### src/rtl/lvt_rd_streamer.sv
`default_nettype none
// +--------------------------------------------------------------------------+
// | lvt_rd_streamer : burst reader on lvt_bram rd0, credit-limited FIFO,     |
// |                   valid/ready output stream.          Revision: 1.0      |
// +--------------------------------------------------------------------------+
module lvt_rd_streamer #(
  parameter int ADDR_W     = 7,
  parameter int DATA_W     = 5,
  parameter int RD_LAT     = 1,
  parameter int FIFO_DEPTH = 4
) (
  input  logic              clk,
  input  logic              rst,
  input  logic              start,
  input  logic [ADDR_W-1:0] base_addr,
  input  logic [ADDR_W:0]   count,
  output logic              busy,
  output logic              done,
  output logic              mem_rd_en,
  output logic [ADDR_W-1:0] mem_rd_addr,
  input  logic [DATA_W-1:0] mem_rd_data,
  output logic              out_valid,
  input  logic              out_ready,
  output logic [DATA_W-1:0] out_data,
  output logic              out_last
);

  localparam int PTR_W = (FIFO_DEPTH > 1) ? $clog2(FIFO_DEPTH) : 1;
  localparam int OCC_W = $clog2(FIFO_DEPTH + 1);
  localparam logic [OCC_W-1:0] DEPTH_C = OCC_W'(FIFO_DEPTH);
  localparam logic [ADDR_W:0]  ONE_C   = (ADDR_W+1)'(1);

  typedef enum logic [1:0] {
    IDLE  = 2'd0,
    ISSUE = 2'd1,
    DRAIN = 2'd2,
    DONE  = 2'd3
  } state_t;

  state_t            state;
  state_t            state_next;
  logic              issue;
  logic [ADDR_W-1:0] issue_addr;
  logic [ADDR_W:0]   issue_left;
  logic [ADDR_W-1:0] next_addr;
  logic [ADDR_W:0]   remaining;
  logic              mem_rd_last;
  logic [OCC_W-1:0]  used;
  logic              pop;

  assign pop = out_valid & out_ready;

  // remaining counts words not yet scheduled; used counts words in flight or buffered
  always_comb begin
    state_next = state;
    issue      = 1'b0;
    issue_addr = next_addr;
    issue_left = remaining;
    case (state)
      IDLE: begin
        issue_addr = base_addr;
        issue_left = count;
        if (start) begin
          if (count == '0) begin
            state_next = DONE;
          end else begin
            state_next = ISSUE;
            issue      = 1'b1;
          end
        end
      end
      ISSUE: begin
        if (remaining == '0) begin
          state_next = DRAIN;
        end else if (used < DEPTH_C) begin
          issue = 1'b1;
        end
      end
      DRAIN: begin
        if (pop && out_last) state_next = DONE;
      end
      DONE:    state_next = IDLE;
      default: state_next = IDLE;
    endcase
  end

  always_ff @(posedge clk) begin
    if (rst) begin
      state       <= IDLE;
      busy        <= 1'b0;
      done        <= 1'b0;
      mem_rd_en   <= 1'b0;
      mem_rd_addr <= '0;
      mem_rd_last <= 1'b0;
      next_addr   <= '0;
      remaining   <= '0;
      used        <= '0;
    end else begin
      state     <= state_next;
      busy      <= (state_next != IDLE);
      done      <= (state_next == DONE);
      mem_rd_en <= issue;
      used      <= used + OCC_W'(issue) - OCC_W'(pop);
      if (issue) begin
        mem_rd_addr <= issue_addr;
        mem_rd_last <= (issue_left == ONE_C);
        next_addr   <= issue_addr + 1'b1;
        remaining   <= issue_left - 1'b1;
      end
    end
  end

  // Issue flags ride alongside the memory latency; the tail stage pushes
  logic [RD_LAT-1:0] pipe_v;
  logic [RD_LAT-1:0] pipe_l;
  logic              push;
  logic [DATA_W:0]   push_word;

  always_ff @(posedge clk) begin
    if (rst) begin
      pipe_v <= '0;
      pipe_l <= '0;
    end else begin
      pipe_v[0] <= mem_rd_en;
      pipe_l[0] <= mem_rd_en & mem_rd_last;
      for (int i = 1; i < RD_LAT; i++) begin
        pipe_v[i] <= pipe_v[i-1];
        pipe_l[i] <= pipe_l[i-1];
      end
    end
  end

  assign push      = pipe_v[RD_LAT-1];
  assign push_word = {pipe_l[RD_LAT-1], mem_rd_data};

  logic [DATA_W:0]   fifo_mem [FIFO_DEPTH];
  logic [PTR_W-1:0]  wr_ptr;
  logic [PTR_W-1:0]  rd_ptr;
  logic [PTR_W-1:0]  rd_ptr_next;
  logic [OCC_W-1:0]  occ;
  logic [OCC_W-1:0]  occ_kept;

  assign rd_ptr_next = rd_ptr + PTR_W'(pop);
  assign occ_kept    = occ - OCC_W'(pop);

  always_ff @(posedge clk) begin
    if (push) fifo_mem[wr_ptr] <= push_word;
  end

  // Head registers reload from storage, or straight from the push when the FIFO drains empty
  always_ff @(posedge clk) begin
    if (rst) begin
      wr_ptr    <= '0;
      rd_ptr    <= '0;
      occ       <= '0;
      out_valid <= 1'b0;
      out_data  <= '0;
      out_last  <= 1'b0;
    end else begin
      if (push) wr_ptr <= wr_ptr + 1'b1;
      rd_ptr <= rd_ptr_next;
      occ    <= occ_kept + OCC_W'(push);
      if (occ_kept == '0) begin
        out_valid <= push;
        if (push) {out_last, out_data} <= push_word;
      end else begin
        out_valid              <= 1'b1;
        {out_last, out_data}   <= fifo_mem[rd_ptr_next];
      end
    end
  end

  always_ff @(posedge clk) begin
    if (!rst && push) assert (occ_kept < DEPTH_C);
  end

endmodule
`default_nettype wire

### config.mk
export PLATFORM = sky130hd
export DESIGN_NAME = lvt_rd_streamer
export DESIGN_NICKNAME = d
export VERILOG_FILES = /design/src/rtl/lvt_rd_streamer.sv
export SDC_FILE = /design/constraint.sdc
export NUM_CORES = 1
export LEC_CHECK = 0
export BUFFER_PORTS_ARGS = -buffer_cell sky130_fd_sc_hd__buf_4
export CORE_MARGIN = 2
export CORE_UTILIZATION = 53
export CTS_CLUSTER_DIAMETER = 100
export DETAILED_ROUTE_END_ITERATION = 7
export HOLD_SLACK_MARGIN = 0.02
export PLACE_DENSITY = 0.76
export SETUP_SLACK_MARGIN = 0.15
export SLEW_MARGIN = 20
export SYNTH_ARGS = -nofsm -noshare
export SYNTH_HDL_FRONTEND = slang
export SYNTH_SLANG_ARGS = --single-unit
### constraint.sdc
create_clock -name clk -period 2.8 [get_ports clk]
set_input_delay 0.56 -clock clk [delete_from_list [all_inputs] [get_ports clk]]
set_output_delay 0.56 -clock clk [all_outputs]
set_load 0.01 [all_outputs]
# Word level (Yosys, flattened, before mapping)
# Memory sizes are Yosys's and may differ from the RTL's.
# Index checks and enable logic that the tools add are counted.
[totals] latch_bits=0 memories=1 ff_bits=47 ram_bits=24 rom_bits=0
[mem_list] name="fifo_mem" words=4 width=6 rd=1 rd_clocked_by_memory_dff=0 write_ports=1 line_no="136" text="logic [DATA_W:0] fifo_mem [FIFO_DEPTH];"
[classes] div_mod_pow=0 shift=0 mul=0 n_eq_ne=6 muxes=19 bitwise_logic=2 addsub=8 reduce_logical=6 magnitude_cmp=1
[op_table] cell="logical NOT 8 bit" count=2
[op_table] cell="two-way mux 5 bit" count=2
[op_table] cell="two-way mux 1 bit" count=9
[op_table] cell="== test 8 x 1 -> 1 bit (second input constant)" count=1
[op_table] cell="two-way mux 2 bit" count=4
[op_table] cell="two-way mux 8 bit" count=1
[op_table] cell="one-hot mux 2 bit (4 select lines)" count=1
[op_table] cell="subtractor 8 x 1 -> 8 bit (second input constant)" count=1
[op_table] cell="adder 7 x 1 -> 7 bit (second input constant)" count=1
[op_table] cell="two-way mux 7 bit" count=1
[op_table] cell="adder 3 x 1 -> 3 bit" count=2
[op_table] cell="== test 2 bit (second input constant)" count=3
[op_table] cell="subtractor 3 x 1 -> 3 bit" count=2
[op_table] cell="logical NOT 3 bit" count=1
[op_table] cell="< comparator 3 bit (second input constant)" count=1
[op_table] cell="adder 2 x 1 -> 2 bit" count=1
[op_table] cell="adder 2 x 1 -> 2 bit (second input constant)" count=1
[op_table] cell="AND 1 bit" count=2
[op_table] cell="== test 2 x 1 -> 1 bit (second input constant)" count=1
[op_table] cell="logical NOT 2 bit" count=1
[op_table] cell="!= test 2 bit (second input constant)" count=1
[op_table] cell="one-hot mux 1 bit (2 select lines)" count=1
[op_table] cell="nonzero test 2 bit" count=1
[op_table] cell="logical AND 1 bit" count=1

# Depth between registers and ports, before layout
# Gate-level depths: netlist of run 1.
[logic_depth] word_depth=6 depth_mapped=13 mapped_depth_nobuf=10

# Least setup slack after synthesis of run 1
# No wires, ideal clock.
[synth_timing] kind="input to register" start="input count[6]" end="register used[2]" stages=12 slack_ps=107 setup_time_ps=128 n_path_buf=2 t_arrival_ps=2566 required_ps=2672 path_cell_list="or4_1 > o21ai_4 > o22a_1 > buf_6 > inv_4 > buf_8 > ha_1 > inv_1 > fa_1 > xor2_1 > xnor2_1 > nor2_1"
[synth_via] elab_chain_cells=6
[synth_lines] item="from (decl)" line_no="16" text="input logic [ADDR_W:0] count,"
[synth_lines] item="logical NOT 8 bit" line_no="64" text="if (count == '0) begin"
[synth_lines] item="two-way mux 1 bit" line_no="64"
[synth_lines] item="two-way mux 1 bit" line_no="63" text="if (start) begin"
[synth_lines] item="one-hot mux 1 bit (2 select lines)" line_no="59" text="case (state)"
[synth_lines] item="net issue" line_no="42" text="logic issue;"
[synth_lines] item="adder 3 x 1 -> 3 bit" line_no="103" text="used <= used + OCC_W'(issue) - OCC_W'(pop);"
[synth_lines] item="subtractor 3 x 1 -> 3 bit" line_no="103"
[synth_lines] item="to (signal assigned)" line_no="103"
[synth_lines] item="to (decl)" line_no="48" text="logic [OCC_W-1:0] used;"
# The timed path passes the listed nets, and every way through them passes these cells.
# A chain may end at the register's enable or synchronous reset.

# Final worst setup path of run 1
[layout_timing] start="register state[0]" end="register next_addr[3]"
[layout_via] elab_chain_cells=3
[layout_lines] item="from (decl)" line_no="40" text="state_t state;"
[layout_lines] item="from (signal assigned)" line_no="99" text="state <= state_next;"
[layout_lines] item="logical NOT 2 bit" line_no="59"
[layout_lines] item="two-way mux 7 bit" line_no="59"
[layout_lines] item="adder 7 x 1 -> 7 bit" line_no="107" text="next_addr <= issue_addr + 1'b1;"
[layout_lines] item="to (signal assigned)" line_no="107"
[layout_lines] item="to (decl)" line_no="45" text="logic [ADDR_W-1:0] next_addr;"
# Parallel ways exist; a longest one is shown, timed or not.

==> results.py, run 1 <==
metrics = {
    "global_route": {
        "antenna_found_initial": 0,
        "grt_pass1_vias": 2811,
        "grt_start_max_net_pins": 49,
        "grt_pass1_wl_mm": 13.79,
        "gr-usage-all-layers": 0.2371,
        "grt_overflow": 0,
    },
    "timing": {
        "tns_ns": 0,
        "worst_slew_pin_slew_ns": 0.7360,
        "setup_viol": 0,
        "timing.slew.headroom": 0.5055,
        "skew_ns": 0.01066,
        "hold_viol": 0,
        "finalMaxSlewViolations": 0,
        "rsz0062_at_grt": "false",
        "fin_crit_ns": 2.345,
        "holdWs_ns": 0.4146,
        "post-route-period-util": 0.8374,
        "max_freq_mhz": 426.5,
    },
    "synthesis": {
        "netlist_top_cells_count": "47 x dfxtp_1, 37 x nor2_1, 26 x nand2_1",
        "yosysSeqAreaShare": 0.4582,
        "netlist-cell-type-count": 57,
        "synth.top_cell.area_share": 0.2595,
        "synthFlopType": "dfxtp_1",
        "synth_edf_count": 24,
        "netlist_area_sq_um": 3626,
        "syn_nets": 397,
        "synth_most_common_cell": "dfxtp_1",
        "netlist_instances": 358,
        "synth.area.top_cells": "dfxtp_1 26%, edfxtp_1 20%, ha_1 4.8%",
        "synth.mux.area_fraction": 0.07350,
        "synth_top_family_by_area": "compound AO/OA/AOI/OAI gates",
        "synth_top_area_cell": "dfxtp_1",
        "syn_area_per_cell_sq_um": 10.13,
        "yosys_warnings": 0,
        "synth-compound-area-share": 0.1701,
        "synthArstFlopShare": 0,
        "synth_seq_cells": 71,
        "synthXorXnorAreaFrac": 0.01932,
        "synth_fa_ha_area_frac": 0.05383,
        "synth-simple-area-share": 0.1691,
    },
    "die": {
        "ioPinCount": 41,
        "core_sq_um": 6719,
        "die_x_microns": 86.72,
        "dieHeight_microns": 86.72,
        "dieArea_sq_um": 7519,
        "num_rows": 30,
        "initial_core_util": 0.5397,
    },
    "routing": {
        "drc": 0,
        "routed_wl_mm": 7.983,
        "ant_nets": 0,
        "drt-vias-per-instance": 5.832,
        "first_pass_iters": 4,
        "detailroute.via_count": 2840,
        "wl_per_cell_microns": 16.39,
        "first_iter_violations": 167,
    },
    "clock_network": {
        "cts_tree": "done",
        "htreeDepth": 3,
        "clkSlewWorstSetupHoldPaths_ns": 0.09,
        "cts_resized": 0,
        "cts.sinks": 71,
        "insertion_delay_ns": 0.36,
        "numCtsBuffers": 9,
        "cts_hold_buffers": 0,
        "cts_buffer_depth": 2,
        "cts_root_buf": "clkbuf_8",
        "cts_setup_buffers": 0,
    },
    "layout": {
        "area_delta_synth_final_pct": 16.39,
        "final_net_count": 441,
        "drive_gt1_frac": 0.2334,
        "final_cell_area_sq_um": 4220,
        "num-fill-cells": 562,
        "n_antenna_cell": 0,
    },
    "place": {
        "dpl_cell_area_sq_um": 4035,
        "place.port_buffers": 40,
        "dpl.hpwl_mm": 5.645,
        "gp_congestion": 0.9389,
    },
    "power": {
        "total_power_w": 0.003561,
        "leakage_nw": 1.658,
        "ir_worst_vdd_v": 0.0003781,
        "power-per-cell-area_nw_per_um2": 843.8,
    },
    "worst_setup_path": {
        "cp_data_required_time_ns": 3.07,
        "endpoint_kind": "register",
        "crit_arrival_ns": 2.62,
        "path_max_fanout": 11,
        "critical_path_class": "register to register",
        "critical_path.startpoint_type": "register",
    },
    "worst_hold_path": {
        "hold_class": "primary input to register",
    },
    "job": {
        "max-cap-violations": 0,
    },
    "run_status": {
        "status": "finished, final reports clean",
    },
}
-- final cells by class --
| class | instances | area, sq um | share of cell area |
|---|---|---|---|
| Multi-Input combinational cell | 244 | 1780 | 0.4219 |
| Sequential cell | 71 | 1662 | 0.3937 |
| Timing Repair Buffer | 54 | 405.4 | 0.09606 |
| Clock buffer | 9 | 123.9 | 0.02935 |
| Tap cell | 80 | 100.1 | 0.02372 |
| Inverter | 22 | 87.58 | 0.02075 |
| Clock inverter | 7 | 61.31 | 0.01453 |
-- layer usage --
metal,part of all wire,track usage,up-vias
li1,-,-,1397
met1,0.46,0.3257,1360
met2,0.47,0.3762,73
met3,0.053,0.04952,10
met4,0.011,0.07813,0
met5,0,0,-
-- metrics by stage --
| stage | setup slack, ns | std cells | util |
|---|---|---|---|
| floorplan | 0.1546 | 358 | - |
| global placement | 0.2200 | 471 | 0.6006 |
| detailed placement | 0.1560 | 471 | 0.6006 |
| CTS | 0.4664 | 487 | 0.6281 |
| global route | 0.1881 | 487 | 0.6281 |
| finish | 0.4552 | 487 | 0.6281 |
-- kinds of logic after synthesis --
family,Yosys count
buffers and inverters,43
AND/OR/NAND/NOR,121
multiplexers,19
flip-flops,71
XOR/XNOR,8
AO/OA/AOI/OAI,81
adder cells (fa/ha/maj),15
-- critical path, cell delays in order (launching register included) --
cell and delay, ns:
dfxtp_1 0.44, buf_4 0.23, or3b_2 0.50, a22o_1 0.26, a2111oi_0 0.49, o21ai_0 0.14
a31oi_1 0.21
-- where the power goes --
| group | leakage, nW | total, W | internal (W) | switching (W) |
|---|---|---|---|---|
| clock network | 0.0888 | 0.000771 | 0.000338 | 0.000433 |
| logic | 0.971 | 0.00139 | 0.000631 | 0.000755 |
| registers | 0.598 | 0.00140 | 0.00125 | 0.000155 |
| total | 1.66 | 0.00356 | 0.00222 | 0.00134 |
-- registers in the layout, indices dropped and copies added (netlist names), 2 cells and up --
name	cells
mem_rd_addr	7
rd_ptr	2
state	2
occ	3
fifo_mem	24
next_addr	7
used	3
remaining	8
out_data	5
wr_ptr	2
-- placed cells by master, fill, tap and decap left out, drive strengths merged, types with 3 or more instances in the layout --
master   instances
or4              4
nand2           26
a31oi            6
nor2            37
a21oi           17
mux4             6
edfxtp          24
nand3            7
ha              14
o21ai           14
a311oi           4
mux2i           12
nor3            11
dfxtp           47
or3              3
o311ai           3
xnor2            4
clkbuf           9
buf             54
and2             8
o211ai           9
o2111ai          4
nor2b            7
inv             26
xor2             4
and3             4
a211oi          11
nand3b           3
-- final timing paths --
path / from / endpoint / slack, ns / depth (start not counted)
setup / recovery: state[0]$_SDFF_PP0_ / next_addr[3]$_SDFFE_PP0P_ / 0.46 / 6
hold / removal: mem_rd_data[0] / fifo_mem[3][0]$_DFFE_PP_ / 0.41 / 1
setup reg to reg: state[0]$_SDFF_PP0_ / next_addr[3]$_SDFFE_PP0P_ / 0.46 / 6
hold reg to reg: mem_rd_last$_SDFFE_PP0P_ / mem_rd_last$_SDFFE_PP0P_ / 0.46 / 2
No activity file was read; power rests on OpenSTA's default activity.
==> run 2: changes to the inputs <==
==> constraint.sdc (replaced) <==
create_clock -name clk -period 1.9 [get_ports clk]
set_input_delay 0.38 -clock clk [delete_from_list [all_inputs] [get_ports clk]]
set_output_delay 0.38 -clock clk [all_outputs]
set_load 0.01 [all_outputs]
==> run 2 against run 1 <==
The flow now finishes with violations (setup timing). Die area stayed put. Maximum frequency is 6.3% higher. Clock power is 82% higher. Via count is 20% higher. Largest power group is now combinational cells. Highest routed layer unchanged.
==> results.py, run 2 (synthesis gave the netlist of run 1 again) <==
metrics = {
    "worst_setup_path": {
        "path_max_fanout": 2,
        "r2r_cells": 10,
        "cp_data_required_time_ns": 2.13,
        "crit_buf_inv": 2,
        "crit_chain": "or3_4 > o41ai_4 > o22a_2 > inv_6 > ha_4 > inv_2 > fa_2 > xor2_1 > xnor2_1 > nor2_1",
        "ff2ff_setup_slack_ns": -0.31,
        "setup.worst_path.start": "remaining[0]$_SDFFE_PP0P_",
        "r2r_end": "used[2]$_SDFF_PP0_",
        "cp_slowest_stage_delay_ns": 0.41,
        "crit_arrival_ns": 2.44,
        "crit_slowest_cell": "or3_4",
        "endpoint_kind": "register",
        "critPathTopFamily": "compound AO/OA/AOI/OAI gates",
        "timing.rr.start": "remaining[0]$_SDFFE_PP0P_",
        "critical_path_class": "register to register",
        "critical_path.startpoint_type": "register",
        "path_depth": 10,
    },
    "routing": {
        "drc": 0,
        "wl_met3_microns": 665,
        "wl_met2_mm": 5.771,
        "first_pass_iters": 5,
        "routed_wl_mm": 11.21,
        "wl_met1_mm": 4.463,
        "wl_per_cell_microns": 20.45,
        "first_iter_violations": 367,
        "highest_layer": "met4",
        "ant_nets": 0,
        "drt-vias-per-instance": 6.195,
        "detailroute.via_count": 3395,
    },
    "layout": {
        "largest_reg_flops": 24,
        "n_antenna_cell": 0,
        "largest-register": "fifo_mem",
        "drive_gt1_frac": 0.4316,
        "top_regs": "fifo_mem (24), remaining (8)",
        "num-fill-cells": 427,
        "final_common_cell": "buf_4",
        "multiInputGateArea_sq_um": 2013,
        "layoutNonFillerInstCount": 548,
        "final_net_count": 502,
        "area_delta_synth_final_pct": 41.79,
        "seqCellArea_sq_um": 1669,
        "layout_common_cells": "95 x buf_4, 41 x dfxtp_1, 25 x nand2_1",
    },
    "place": {
        "placed_cells": 512,
        "gp_congestion": 0.9221,
        "place.port_buffers": 40,
        "dpl.hpwl_mm": 6.360,
    },
    "die": {
        "dieArea_sq_um": 7519,
        "core_sq_um": 6719,
        "die_x_microns": 86.72,
        "ioPinCount": 41,
        "num_rows": 30,
        "initial_core_util": 0.5397,
        "dieHeight_microns": 86.72,
    },
    "power": {
        "p_seq_frac": 0.292,
        "p_clk_frac": 0.199,
        "leakage_nw": 2.083,
        "ir_worst_vdd_v": 0.0005891,
        "power.share.combinational": 0.509,
        "sw_frac_of_total": 0.3618,
        "p_switching_w": 0.002546,
        "p_int_w": 0.004492,
        "power-per-cell-area_nw_per_um2": 1369,
        "total_power_w": 0.007038,
    },
    "clock_network": {
        "cts_buffer_depth": 2,
        "htreeDepth": 3,
        "cts_hold_buffers": 0,
        "cts_tree": "done",
        "numCtsBuffers": 9,
        "insertion_delay_ns": 0.36,
        "cts.sinks": 71,
        "cts_root_buf": "clkbuf_8",
        "clkSlewWorstSetupHoldPaths_ns": 0.09,
    },
    "timing": {
        "worst_slew_pin_slew_ns": 0.4971,
        "finalMaxSlewViolations": 0,
        "hold_viol": 0,
        "setup_viol": 26,
        "skew_ns": 0.01264,
        "fin_crit_ns": 2.206,
        "timing.slew.headroom": 0.6668,
        "rsz0062_at_grt": "true",
        "setup_slack_ns": -0.3063,
        "post-route-period-util": 1.161,
        "max_freq_mhz": 453.2,
    },
    "global_route": {
        "grt_pass1_vias": 3287,
        "gr-usage-all-layers": 0.2942,
        "grt_overflow": 0,
        "grt_start_max_net_pins": 29,
        "antenna_found_initial": 0,
        "grt_pass1_wl_mm": 16.59,
    },
    "run_status": {
        "violations": "setup timing",
        "status": "finished with violations",
    },
    "worst_hold_path": {
        "min_delay_worst_endpoint": "fifo_mem[3][2]$_DFFE_PP_",
        "hold_class": "primary input to register",
        "whs_path_depth": 1,
        "min_from": "mem_rd_data[2]",
    },
    "job": {
        "max-cap-violations": 0,
    },
}
run 2: what timing repair did:
item,in CTS,in global routing
setup buffers,11,4
endpoints found under the setup margin,33,35
resized for setup,34,34
gates cloned,5,0
pin swaps,19,21
run 2: routing by layer:
metal  vias to the layer above  GRT usage
met5                         -          0
met4                         0     0.1463
met3                        36    0.05905
met2                       167     0.4846
met1                      1678     0.3682
li1                       1514          -
run 2: through the flow:
stage	worst slack, ns	TNS [ns]	hold slack, ns	instance area (sq um)	util
after floorplan	-0.5477	-1.219	0.4273	3739	-
after global placement	-0.4532	-4.751	0.4387	4397	0.6544
after detailed placement	-0.4768	-5.610	0.4481	4397	0.6544
after CTS	-0.2797	-2.595	0.2199	4987	0.7423
after global routing	-0.4042	-5.661	0.2232	5141	0.7652
final	-0.3063	-4.393	0.2287	5141	0.7652
run 2: power by group through the flow:
stage                     registers, W  clock network (W)  logic [W]
final                          0.00206            0.00140    0.00358
after global routing           0.00208            0.00146    0.00382
after CTS                      0.00203            0.00139    0.00312
after detailed placement       0.00206                  0    0.00244
after global placement         0.00204                  0    0.00235
after floorplan                0.00210                  0    0.00159
run 2: cell type report:
class | instances | share of cell area
inverter | 22 | 0.01704
timing repair buffer | 115 | 0.2030
multi-input combinational | 244 | 0.3916
clock buffer | 9 | 0.02409
clock inverter | 7 | 0.02020
tap | 80 | 0.01947
sequential | 71 | 0.3247
run 2: worst max path at each step:
stage                    endpoint  slack [ns]
6_report       used[2]$_SDFF_PP0_       -0.31
2_1_floorplan  used[2]$_SDFF_PP0_       -0.55
4_1_cts        used[2]$_SDFF_PP0_       -0.28
3_5_place_dp   used[2]$_SDFF_PP0_       -0.48
5_1_grt        used[2]$_SDFF_PP0_       -0.40
3_3_place_gp   used[2]$_SDFF_PP0_       -0.45
==> run 3: changes to the inputs <==
--- a/config.mk
+++ b/config.mk
@@ -7,11 +7,11 @@
 export LEC_CHECK = 0
 export BUFFER_PORTS_ARGS = -buffer_cell sky130_fd_sc_hd__buf_4
 export CORE_MARGIN = 2
-export CORE_UTILIZATION = 53
+export CORE_UTILIZATION = 58
 export CTS_CLUSTER_DIAMETER = 100
 export DETAILED_ROUTE_END_ITERATION = 7
 export HOLD_SLACK_MARGIN = 0.02
-export PLACE_DENSITY = 0.76
+export PLACE_DENSITY = 0.79
 export SETUP_SLACK_MARGIN = 0.15
 export SLEW_MARGIN = 20
 export SYNTH_ARGS = -nofsm -noshare
==> constraint.sdc (replaced) <==
create_clock -name clk -period 2.2 [get_ports clk]
set_input_delay 0.44 -clock clk [delete_from_list [all_inputs] [get_ports clk]]
set_output_delay 0.44 -clock clk [all_outputs]
set_load 0.01 [all_outputs]
==> run 3 against run 2 <==
Design area is 11% lower. The run still ends with setup timing left. Sequential share of layout area is 3.8 points higher. Non-clock buffer count is 36 lower. Utilization is 0.22 points higher. Highest routed layer unchanged. Via count is 7.0% lower. Clock skew is 0.0045 ns lower. Global-route usage is 2.2 points lower. Wire length is 17% lower. Die area is 8.2% lower. First-iteration DRC count is 21% lower. Critical endpoint unchanged. Count of clock-buffer cells in the layout is 2 higher. Cell count is 7.5% lower.
==> results.py, run 3 (synthesis gave the netlist of run 1 again) <==
metrics = {
    "worst_setup_path": {
        "critPathTopFamily": "compound AO/OA/AOI/OAI gates",
        "ff2ff_setup_slack_ns": -0.03,
        "r2r_cells": 10,
        "cp_slowest_stage_delay_ns": 0.41,
        "path_max_fanout": 2,
        "cp_data_required_time_ns": 2.44,
        "r2r_end": "used[2]$_SDFF_PP0_",
        "timing.rr.start": "remaining[1]$_SDFFE_PP0P_",
        "crit_chain": "or3_4 > o41ai_4 > o22a_2 > inv_6 > ha_4 > inv_2 > fa_2 > xor2_2 > xnor2_1 > nor2_1",
        "endpoint_kind": "register",
        "crit_buf_inv": 2,
        "crit_arrival_ns": 2.47,
        "critical_path_class": "register to register",
        "crit_slowest_cell": "or3_4",
        "critical_path.startpoint_type": "register",
    },
    "die": {
        "core_sq_um": 5991,
        "dieArea_sq_um": 6900,
        "ioPinCount": 41,
        "initial_core_util": 0.6053,
        "dieHeight_microns": 83.07,
        "die_x_microns": 83.07,
        "num_rows": 28,
    },
    "power": {
        "p_seq_frac": 0.338,
        "ir_worst_vdd_v": 0.0008789,
        "sw_frac_of_total": 0.3599,
        "p_clk_frac": 0.228,
        "leakage_nw": 1.825,
        "power-per-cell-area_nw_per_um2": 1138,
        "power.share.combinational": 0.434,
        "p_int_w": 0.003348,
        "p_switching_w": 0.001882,
    },
    "timing": {
        "setup_viol": 1,
        "fin_crit_ns": 2.235,
        "max_freq_mhz": 447.5,
        "timing.slew.headroom": 0.7119,
        "tns_ns": -0.03466,
        "worst_slew_pin_slew_ns": 0.4276,
        "setup_slack_ns": -0.03466,
        "holdWs_ns": 0.2996,
        "rsz0062_at_grt": "true",
        "skew_ns": 0.008147,
        "post-route-period-util": 1.016,
        "finalMaxSlewViolations": 0,
        "hold_viol": 0,
    },
    "clock_network": {
        "clkSlewWorstSetupHoldPaths_ns": 0.08,
        "htreeDepth": 3,
        "cts.sinks": 71,
        "cts_tree": "done",
        "insertion_delay_ns": 0.35,
        "numCtsBuffers": 9,
        "cts_root_buf": "clkbuf_8",
        "cts_buffer_depth": 2,
    },
    "global_route": {
        "grt_pass1_wl_mm": 14.77,
        "grt_pass1_vias": 2981,
        "use_met2": 0.4274,
        "grt_use_met1": 0.3730,
        "use_met3": 0.06561,
        "gr-usage-all-layers": 0.2725,
        "busiest_layer": "met2",
        "antenna_found_initial": 0,
        "grt_start_max_net_pins": 33,
        "grt_overflow": 0,
    },
    "layout": {
        "layout_common_cells": "74 x buf_4, 43 x dfxtp_1, 36 x nor2_1",
        "fin_util": 0.7673,
        "final_cell_area_sq_um": 4597,
        "area_delta_synth_final_pct": 26.78,
        "n_antenna_cell": 0,
        "top_regs": "fifo_mem (24), remaining (8)",
        "largest_reg_flops": 24,
        "final_common_cell": "buf_4",
        "drive_gt1_frac": 0.3241,
        "largest-register": "fifo_mem",
        "final_net_count": 466,
    },
    "routing": {
        "first_pass_iters": 5,
        "detailroute.via_count": 3158,
        "wl_per_cell_microns": 18.42,
        "ant_nets": 0,
        "drc": 0,
        "first_iter_violations": 289,
        "routed_wl_mm": 9.340,
        "drt-vias-per-instance": 6.229,
    },
    "worst_hold_path": {
        "min_delay_worst_endpoint": "fifo_mem[0][1]$_DFFE_PP_",
        "min_from": "mem_rd_data[1]",
        "hold_class": "primary input to register",
        "whs_path_depth": 1,
    },
    "place": {
        "dpl_cell_area_sq_um": 4202,
        "post-place-ws_ns": -0.2587,
        "dpl.hpwl_mm": 5.973,
        "gp_congestion": 0.8834,
        "place.port_buffers": 40,
    },
    "job": {
        "max-cap-violations": 0,
    },
    "run_status": {
        "status": "finished with violations",
        "violations": "setup timing",
    },
}
-- run 3: cell types whose count changed in the layout (fill, tap and decap cells not counted), sizes merged --
cell,previous run,this run
buf,112,79
bufbuf,3,0
clkbuf,9,11
inv,24,22
-- run 3: layer usage --
| metal | share of wire | routed length (microns) |
|---|---|---|
| met5 | 0 | 0 |
| met4 | 0.022 | 204 |
| met3 | 0.089 | 833 |
| met2 | 0.47 | 4390 |
| met1 | 0.42 | 3912 |
-- run 3: timing repair --
item                                    4_1_cts  5_1_grt
endpoints found under the setup margin       10       18
cloned                                        1        0
gates resized for setup                      12       18
buffers inserted                              1        3
hold buffers                                  0        0
pin swaps                                     9        9
-- run 3: worst max-delay path by stage --
stage                         startpoint  cells past startpoint                  to  slack (ns)
2_1_floorplan                   count[3]                     12  used[2]$_SDFF_PP0_       -0.32
3_3_place_gp                    count[3]                     11  used[2]$_SDFF_PP0_       -0.20
3_5_place_dp                    count[3]                     11  used[2]$_SDFF_PP0_       -0.26
4_1_cts        remaining[4]$_SDFFE_PP0P_                     10  used[2]$_SDFF_PP0_       -0.03
5_1_grt        remaining[1]$_SDFFE_PP0P_                     10  used[2]$_SDFF_PP0_       -0.09
6_report       remaining[1]$_SDFFE_PP0P_                     10  used[2]$_SDFF_PP0_       -0.03
-- run 3: area by class of cell --
cell class | count | area (sq um)
timing repair buffer | 79 | 645.6
sequential | 71 | 1667
tap | 75 | 93.84
multi-input combinational | 244 | 1879
clock buffer | 11 | 141.4
inverter | 22 | 87.58
fill | 387 | 1394
clock inverter | 5 | 82.58
-- run 3: worst reg2reg max path: cells and delay by family, from the launching register on --
family / cells / cell delay, ns
flops: 1 / 0.32
simple gates: 2 / 0.47
fa+ha+maj: 2 / 0.35
xor+xnor: 2 / 0.30
compound gates: 2 / 0.60
buf+inv: 2 / 0.09
-- run 3: through the flow --
stage,power (W),instances
4_1_cts,0.005060,504
3_3_place_gp,0.003676,486
5_1_grt,0.005510,507
2_1_floorplan,0.003065,358
3_5_place_dp,0.003758,486
6_report,0.005230,507
-- run 3: power by group through the flow --
| stage | logic (W) | clock network (W) | registers (W) |
|---|---|---|---|
| 4_1_cts | 0.00212 | 0.00119 | 0.00175 |
| 6_report | 0.00227 | 0.00119 | 0.00177 |
| 2_1_floorplan | 0.00127 | 0 | 0.00180 |
| 3_3_place_gp | 0.00191 | 0 | 0.00176 |
| 3_5_place_dp | 0.00199 | 0 | 0.00177 |
| 5_1_grt | 0.00245 | 0.00126 | 0.00179 |
